<file path="src/rtl/aisys_pkg.sv">
// Shared types for the AI-system datapath: pixel type, pool FSM states and
// a signed max helper used by the pooling stage.
package aisys_pkg;

   localparam int AISYS_DATA_W = 16;
   localparam int AISYS_DIM_W  = 8;

   typedef logic signed [AISYS_DATA_W-1:0] pix_t;

   typedef enum logic [1:0] {
      POOL_IDLE  = 2'd0,
      POOL_RUN   = 2'd1,
      POOL_DRAIN = 2'd2,
      POOL_DONE  = 2'd3
   } pool_state_t;

   function automatic pix_t smax(input pix_t a, input pix_t b);
      return (a > b) ? a : b;
   endfunction

endpackage

</file>
<file path="src/rtl/maxpool_linebuf.sv">
// Half-row line buffer for 2x2 pooling: one pair-max per even-row column pair.
// Single port; even rows only write and odd rows only read.
module maxpool_linebuf
   import aisys_pkg::*;
#(
   parameter int DEPTH = 32,
   parameter int AW    = 5
) (
   input  logic          clk,
   input  logic          we,
   input  logic [AW-1:0] addr,
   input  pix_t          wdata,
   output pix_t          rdata
);

   pix_t mem_q [DEPTH];

   always_ff @(posedge clk) begin
      if (we) begin
         mem_q[addr] <= wdata;
      end
   end

   assign rdata = mem_q[addr];

endmodule

</file>
<file path="src/rtl/maxpool_2x2_stream.sv">
// 2x2 / stride-2 max-pool over a row-major signed pixel stream.
// Define MAXPOOL_RELU_EN to clamp negative pooled results to zero.
module maxpool_2x2_stream
   import aisys_pkg::*;
#(
   parameter int DATA_W = AISYS_DATA_W,
   parameter int MAX_W  = 64,
   parameter int DIM_W  = AISYS_DIM_W
) (
   input  logic              clk,
   input  logic              rst_n,
   input  logic              pool_en,
   input  logic [DIM_W-1:0]  cfg_width,
   input  logic [DIM_W-1:0]  cfg_height,
   input  logic [DATA_W-1:0] in_data,
   input  logic              in_valid,
   output logic              in_ready,
   output logic [DATA_W-1:0] out_data,
   output logic              out_valid,
   input  logic              out_ready,
   output logic              out_last,
   output logic              pool_done,
   output logic              pool_err,
   output logic [1:0]        dbg_state
);

   localparam int LB_DEPTH = MAX_W / 2;
   localparam int LB_AW    = $clog2(LB_DEPTH);
   localparam logic [DIM_W-1:0] DIM_ONE = DIM_W'(1);
   localparam logic [DIM_W-1:0] DIM_TWO = DIM_W'(2);
   localparam logic [DIM_W-1:0] DIM_MAX = DIM_W'(MAX_W);

   pool_state_t      state_q, state_d;
   logic             pool_en_q;
   logic [DIM_W-1:0] width_q, width_d, height_q, height_d;
   logic [DIM_W-1:0] row_q, row_d, col_q, col_d;
   pix_t             hold_q, hold_d;
   pix_t             out_data_q, out_data_d;
   logic             out_valid_q, out_valid_d;
   logic             out_last_q, out_last_d;
   logic             pool_done_q, pool_done_d;
   logic             pool_err_q, pool_err_d;
   logic             err_q, err_d;

   pix_t             in_pix, lb_rdata, lb_wdata, pool_max, pooled;
   logic             lb_we;
   logic [LB_AW-1:0] lb_addr;
   logic             start, cfg_bad, accept, col_last, row_last, out_is_last;

   // Both handshakes transfer on a rising edge where valid && ready; a raised
   // out_valid keeps out_data/out_last stable until out_ready is seen.
   assign in_ready = (state_q == POOL_RUN) & pool_en & (~out_valid_q | out_ready);
   assign accept   = in_valid & in_ready;
   assign start    = pool_en & ~pool_en_q;
   assign cfg_bad  = (cfg_width < DIM_TWO) | (cfg_height < DIM_TWO) | (cfg_width > DIM_MAX);

   assign in_pix      = in_data;
   assign col_last    = (col_q == width_q - DIM_ONE);
   assign row_last    = (row_q == height_q - DIM_ONE);
   assign out_is_last = (row_q == ((height_q & ~DIM_ONE) - DIM_ONE)) &&
                        (col_q == ((width_q & ~DIM_ONE) - DIM_ONE));

   assign lb_addr  = col_q[LB_AW:1];
   assign lb_wdata = smax(hold_q, in_pix);
   assign pool_max = smax(smax(hold_q, in_pix), lb_rdata);

`ifdef MAXPOOL_RELU_EN
   assign pooled = pool_max[DATA_W-1] ? '0 : pool_max;
`else
   assign pooled = pool_max;
`endif

   maxpool_linebuf #(
      .DEPTH (LB_DEPTH),
      .AW    (LB_AW)
   ) u_linebuf (
      .clk   (clk),
      .we    (lb_we),
      .addr  (lb_addr),
      .wdata (lb_wdata),
      .rdata (lb_rdata)
   );

   always_comb begin
      state_d     = state_q;
      width_d     = width_q;
      height_d    = height_q;
      row_d       = row_q;
      col_d       = col_q;
      hold_d      = hold_q;
      out_data_d  = out_data_q;
      out_valid_d = out_valid_q;
      out_last_d  = out_last_q;
      pool_done_d = 1'b0;
      pool_err_d  = 1'b0;
      err_d       = err_q;
      lb_we       = 1'b0;

      if (out_valid_q && out_ready) begin
         out_valid_d = 1'b0;
         out_last_d  = 1'b0;
      end

      case (state_q)
         POOL_IDLE: begin
            if (start) begin
               width_d  = cfg_width;
               height_d = cfg_height;
               row_d    = '0;
               col_d    = '0;
               err_d    = cfg_bad;
               state_d  = cfg_bad ? POOL_DONE : POOL_RUN;
            end
         end
         POOL_RUN: begin
            if (!pool_en) begin
               state_d     = POOL_IDLE;
               out_valid_d = 1'b0;
               out_last_d  = 1'b0;
            end else if (accept) begin
               // Trailing odd column/row pixels fall into no-output slots.
               case ({row_q[0], col_q[0]})
                  2'b01: lb_we = 1'b1;
                  2'b11: begin
                     out_data_d  = pooled;
                     out_valid_d = 1'b1;
                     out_last_d  = out_is_last;
                  end
                  default: hold_d = in_pix;
               endcase
               if (col_last) begin
                  col_d = '0;
                  row_d = row_q + DIM_ONE;
               end else begin
                  col_d = col_q + DIM_ONE;
               end
               if (col_last && row_last) begin
                  state_d = POOL_DRAIN;
               end
            end
         end
         POOL_DRAIN: begin
            if (!pool_en) begin
               state_d     = POOL_IDLE;
               out_valid_d = 1'b0;
               out_last_d  = 1'b0;
            end else if (!out_valid_q) begin
               state_d = POOL_DONE;
            end
         end
         default: begin
            pool_done_d = 1'b1;
            pool_err_d  = err_q;
            state_d     = POOL_IDLE;
         end
      endcase
   end

   always_ff @(posedge clk or negedge rst_n) begin
      if (!rst_n) begin
         state_q     <= POOL_IDLE;
         // Starts high so an enable already asserted at reset release is not an edge.
         pool_en_q   <= 1'b1;
         width_q     <= '0;
         height_q    <= '0;
         row_q       <= '0;
         col_q       <= '0;
         hold_q      <= '0;
         out_data_q  <= '0;
         out_valid_q <= 1'b0;
         out_last_q  <= 1'b0;
         pool_done_q <= 1'b0;
         pool_err_q  <= 1'b0;
         err_q       <= 1'b0;
      end else begin
         state_q     <= state_d;
         pool_en_q   <= pool_en;
         width_q     <= width_d;
         height_q    <= height_d;
         row_q       <= row_d;
         col_q       <= col_d;
         hold_q      <= hold_d;
         out_data_q  <= out_data_d;
         out_valid_q <= out_valid_d;
         out_last_q  <= out_last_d;
         pool_done_q <= pool_done_d;
         pool_err_q  <= pool_err_d;
         err_q       <= err_d;
      end
   end

   assign out_data  = out_data_q;
   assign out_valid = out_valid_q;
   assign out_last  = out_last_q;
   assign pool_done = pool_done_q;
   assign pool_err  = pool_err_q;
   assign dbg_state = state_q;

endmodule

</file>
<file path="config.mk">
export PLATFORM = sky130hd
export DESIGN_NAME = maxpool_2x2_stream
export DESIGN_NICKNAME = d
export VERILOG_FILES = /design/src/rtl/aisys_pkg.sv /design/src/rtl/maxpool_linebuf.sv /design/src/rtl/maxpool_2x2_stream.sv
export SDC_FILE = /design/constraint.sdc
export NUM_CORES = 1
export LEC_CHECK = 0
export CORE_ASPECT_RATIO = 0.75
export CORE_MARGIN = 2
export CORE_UTILIZATION = 49
export DETAILED_ROUTE_END_ITERATION = 8
export GPL_TIMING_DRIVEN = 0
export HOLD_SLACK_MARGIN = 0.15
export PLACE_DENSITY_LB_ADDON = 0.05
export SYNTH_ARGS = -nofsm -noshare
export SYNTH_HDL_FRONTEND = slang
export SYNTH_HIERARCHICAL = 1
export SYNTH_SLANG_ARGS = --single-unit
export TNS_END_PERCENT = 30
</file>
<file path="constraint.sdc">
create_clock -name clk -period 8.05 [get_ports clk]
set_input_delay 1.61 -clock clk [delete_from_list [all_inputs] [get_ports clk]]
set_output_delay 1.61 -clock clk [all_outputs]
set_load 0.05 [all_outputs]
</file>
==> flow_summary.json <==
{
  "first_pass_iters": 5,
  "area_growth_pct": 15.26,
  "fin_nets": 1887,
  "post-route-util": 0.5684,
  "worst_hold_path_type": "flop to flop",
  "antenna_found_initial": 0,
  "power_density_nw_per_um2": 320.6,
  "seqPwrFrac": 0.455,
  "clk_pin_slew_ns": 0.06,
  "portBuffers": 59,
  "synth-edff-count": 512,
  "setup_viol": 0,
  "pwr-share-clk": 0.273,
  "reg2reg_to": "out_data[10]$_DFFE_PN0P_",
  "chipWidth_um": 266.5,
  "syn_area_um2": 25320,
  "async_flop_share": 0.1233,
  "clk_latency_ns": 0.63,
  "worstRegToRegCells": 16,
  "p_sw_frac": 0.3286,
  "ys_warn_count": 6,
  "hpwlAfterDp_um": 45850,
  "drt_iter0_markers": 1282,
  "grt_pass1_vias": 15030,
  "ctsResizeCount": 0,
  "routabilityCongestion": 0.8927,
  "num_vias": 15080,
  "tritoncts": "yes",
  "holdPathEnd": "pool_err$_DFF_PN0_",
  "synth_cells": 1650,
  "crit_required_ns": 8.60,
  "grt_max_degree": 59,
  "start_kind": "input pin",
  "syn-num-nets": 1731,
  "cts_root_buffer": "clkbuf_16",
  "ys.flop_type": "edfxtp_1",
  "yosysSeqAreaShare": 0.6783,
  "die_height_um": 200.9,
  "worst_pin_slew_ns": 1.591,
  "ys_types": 81,
  "grt_pass1_wl_um": 97360,
  "period_needed_ns": 7.306,
  "drv_cap": 1,
  "viasPerCell": 5.983,
  "drv_slew": 2,
  "slew_headroom": -0.07069,
  "cts-hold-fix-buffers": 0,
  "power_frac_comb": 0.271,
  "synth_seq_cells": 584,
  "cts_htree_levels": 2,
  "crit_fanout": 33,
  "drc_errors": 0,
  "crit-reg2reg-launch": "col_q[2]$_DFFE_PN0P_",
  "holdPathStages": 1,
  "grt.total_usage": 0.2487,
  "ir_drop_v": 0.0006316,
  "end_kind": "flop",
  "antenna_left": 0,
  "net-switching-power_mw": 3.074,
  "finalCritPeriodShare": 0.9076,
  "intPower_mw": 6.282,
  "worst_slack_ns": 0.7436,
  "skew_ns": 0.03405,
  "outcome": "complete, but fails checks",
  "dp_slack_ns": 0.1685,
  "hp-start": "err_q$_DFFE_PN0P_",
  "drive_gt1_frac": 0.1646,
  "grt-ovfl-total": 0,
  "rrSetupSlack_ns": 1.78,
  "rsz0062_at_grt": "false",
  "final_hold_viol_count": 0,
  "post_cts_buffers": 0,
  "leakagePower_nw": 9.604,
  "place_area_um2": 27400,
  "clockBufferDepth": 3,
  "critPathLaunch": "in_data[11]",
  "start_util": 0.4932,
  "row_count": 72,
  "power_mw": 9.356,
  "core_um2": 51350,
  "wirelength_um": 66010,
  "crit_type": "input pin to flop",
  "fillCellCount": 4091,
  "syn_avg_cell_area_um2": 15.35,
  "cts_sinks": 584,
  "final_area_um2": 29190,
  "violations": "capacitance limit, slew limit",
  "dieArea_um2": 53540,
  "cts_made_buffers": 57,
  "pin_count": 60,
  "max_freq_ghz": 0.1369,
  "wl_per_cell_um": 26.18,
  "arrival_ns": 7.85
}
==> worst max-delay path, cell delays in order <==
cell	delay, ns
clkdlybuf4s50_1	0.53
inv_1	0.06
ha_1	0.31
nand4_1	0.28
a2111o_1	0.54
and4_1	0.24
buf_6	0.14
nor3_4	0.30
buf_4	0.26
a21bo_1	1.05
ha_1	0.45
nand4_1	0.10
nand3_1	0.11
o21a_1	0.22
o311ai_1	0.88
clkbuf_1	0.45
a41oi_1	0.11
a21oi_1	0.18
==> cell usage after synthesis (5+ instances only) <==
library cell | instances | share of area
mux2_2 | 33 | 0.015
edfxtp_1 | 512 | 0.61
xor2_1 | 21 | 0.0073
clkbuf_1 | 25 | 0.0037
nand2_1 | 59 | 0.0087
o21ai_0 | 9 | 0.0018
and3_1 | 6 | 0.0015
nand3b_1 | 7 | 0.0021
a21oi_1 | 35 | 0.0069
nand4_1 | 19 | 0.0047
nor2b_1 | 10 | 0.0025
nor3_1 | 9 | 0.0018
nand2b_1 | 5 | 0.0012
a21bo_2 | 6 | 0.0024
o31ai_1 | 8 | 0.0024
nand4bb_1 | 6 | 0.0027
nand3_1 | 17 | 0.0034
mux2i_1 | 257 | 0.10
clkbuf_2 | 5 | 0.00099
o31ai_2 | 9 | 0.0044
nor4_1 | 38 | 0.0094
a41oi_1 | 17 | 0.0059
xnor2_1 | 16 | 0.0055
dfrtp_1 | 71 | 0.070
buf_2 | 54 | 0.011
buf_6 | 10 | 0.0044
o22ai_1 | 137 | 0.034
ha_1 | 44 | 0.022
a21bo_1 | 9 | 0.0036
nor2_1 | 45 | 0.0067
inv_1 | 47 | 0.0070
o22ai_2 | 10 | 0.0049
==> power by group through the flow <==
stage	clock network [mW]	logic (mW)	registers [mW]
4_1_cts	2.60	2.54	4.27
6_report	2.56	2.54	4.26
3_5_place_dp	0	2.53	4.33
2_1_floorplan	0	1.48	4.38
5_1_grt	2.73	2.76	4.29
3_3_place_gp	0	2.42	4.33
==> area by class of cell <==
type,instances,area [um2],area share
flip-flops and latches,584,17180,0.5885
multi-input cells,920,7565,0.2592
clock buffers,72,1525,0.05225
repair buffers,97,1140,0.03905
well taps,666,833.3,0.02855
plain buffers,98,524.3,0.01796
clock inverters,34,237.7,0.008145
inverters,48,180.2,0.006173
diodes,2,5.005,0.0001715
==> state kept, by name, summed over array words and instances (netlist names), 2 cells and up <==
signal and cells:
col_q 8, dbg_state 2, height_q 8, hold_q 16, out_data 16, row_q 8
u_linebuf/mem_q 512, width_q 8
==> worst max-delay path by stage <==
stage / endpoint / slack [ns] / cells past startpoint
3_5_place_dp: out_data[10]$_DFFE_PN0P_ / 0.17 / 18
4_1_cts: out_data[10]$_DFFE_PN0P_ / 0.80 / 18
3_3_place_gp: u_linebuf/mem_q[18][0]$_DFFE_PP_ / -0.58 / 9
5_1_grt: out_data[9]$_DFFE_PN0P_ / 0.29 / 18
6_report: out_data[10]$_DFFE_PN0P_ / 0.74 / 18
2_1_floorplan: out_data[10]$_DFFE_PN0P_ / 2.27 / 17
==> layer usage <==
| metal | share of wire | global-route usage | up-vias |
|---|---|---|---|
| met5 | 0 | 0 | - |
| met4 | 0.019 | 0.05919 | 0 |
| met3 | 0.067 | 0.05373 | 83 |
| met2 | 0.44 | 0.3717 | 381 |
| met1 | 0.47 | 0.3723 | 7775 |
| li1 | - | - | 6845 |
==> stage by stage <==
stage          instances  hold WS, ns  setup TNS [ns]
6_report            2521       0.4971               0
5_1_grt             2519       0.5234               0
4_1_cts             2517       0.4931               0
3_5_place_dp        2411       0.4795               0
3_3_place_gp        2375       0.4628          -18.43
2_1_floorplan       1650       0.4527               0
==> cell families after synthesis <==
logic type	after synthesis	synth area share
adder cells (fa/ha/maj)	44	0.02174
flip-flops	584	0.6783
multiplexers	293	0.1176
buffers and inverters	146	0.02782
XOR/XNOR	39	0.01408
AND/OR/NAND/NOR	253	0.05647
AO/OA/AOI/OAI	291	0.08399
==> placed cells by master, fill, tap and decap left out, drive strengths merged, types with 7 or more instances in the layout <==
cell type and instances:
a21oi 35, mux2i 257, inv 49, mux2 36, a21bo 15, a41oi 17
o21ai 13, clkbuf 104, nor3 11, nor4 39, clkinv 26, ha 44
xor2 23, nand4 22, edfxtp 512, xnor2 16, buf 105, nand3 17
nor2b 10, nand2 59, nor2 45, o31ai 17, dfrtp 71, nand3b 7
o22ai 147, clkdlybuf4s50 58
Power figures use the tool's default switching activity.
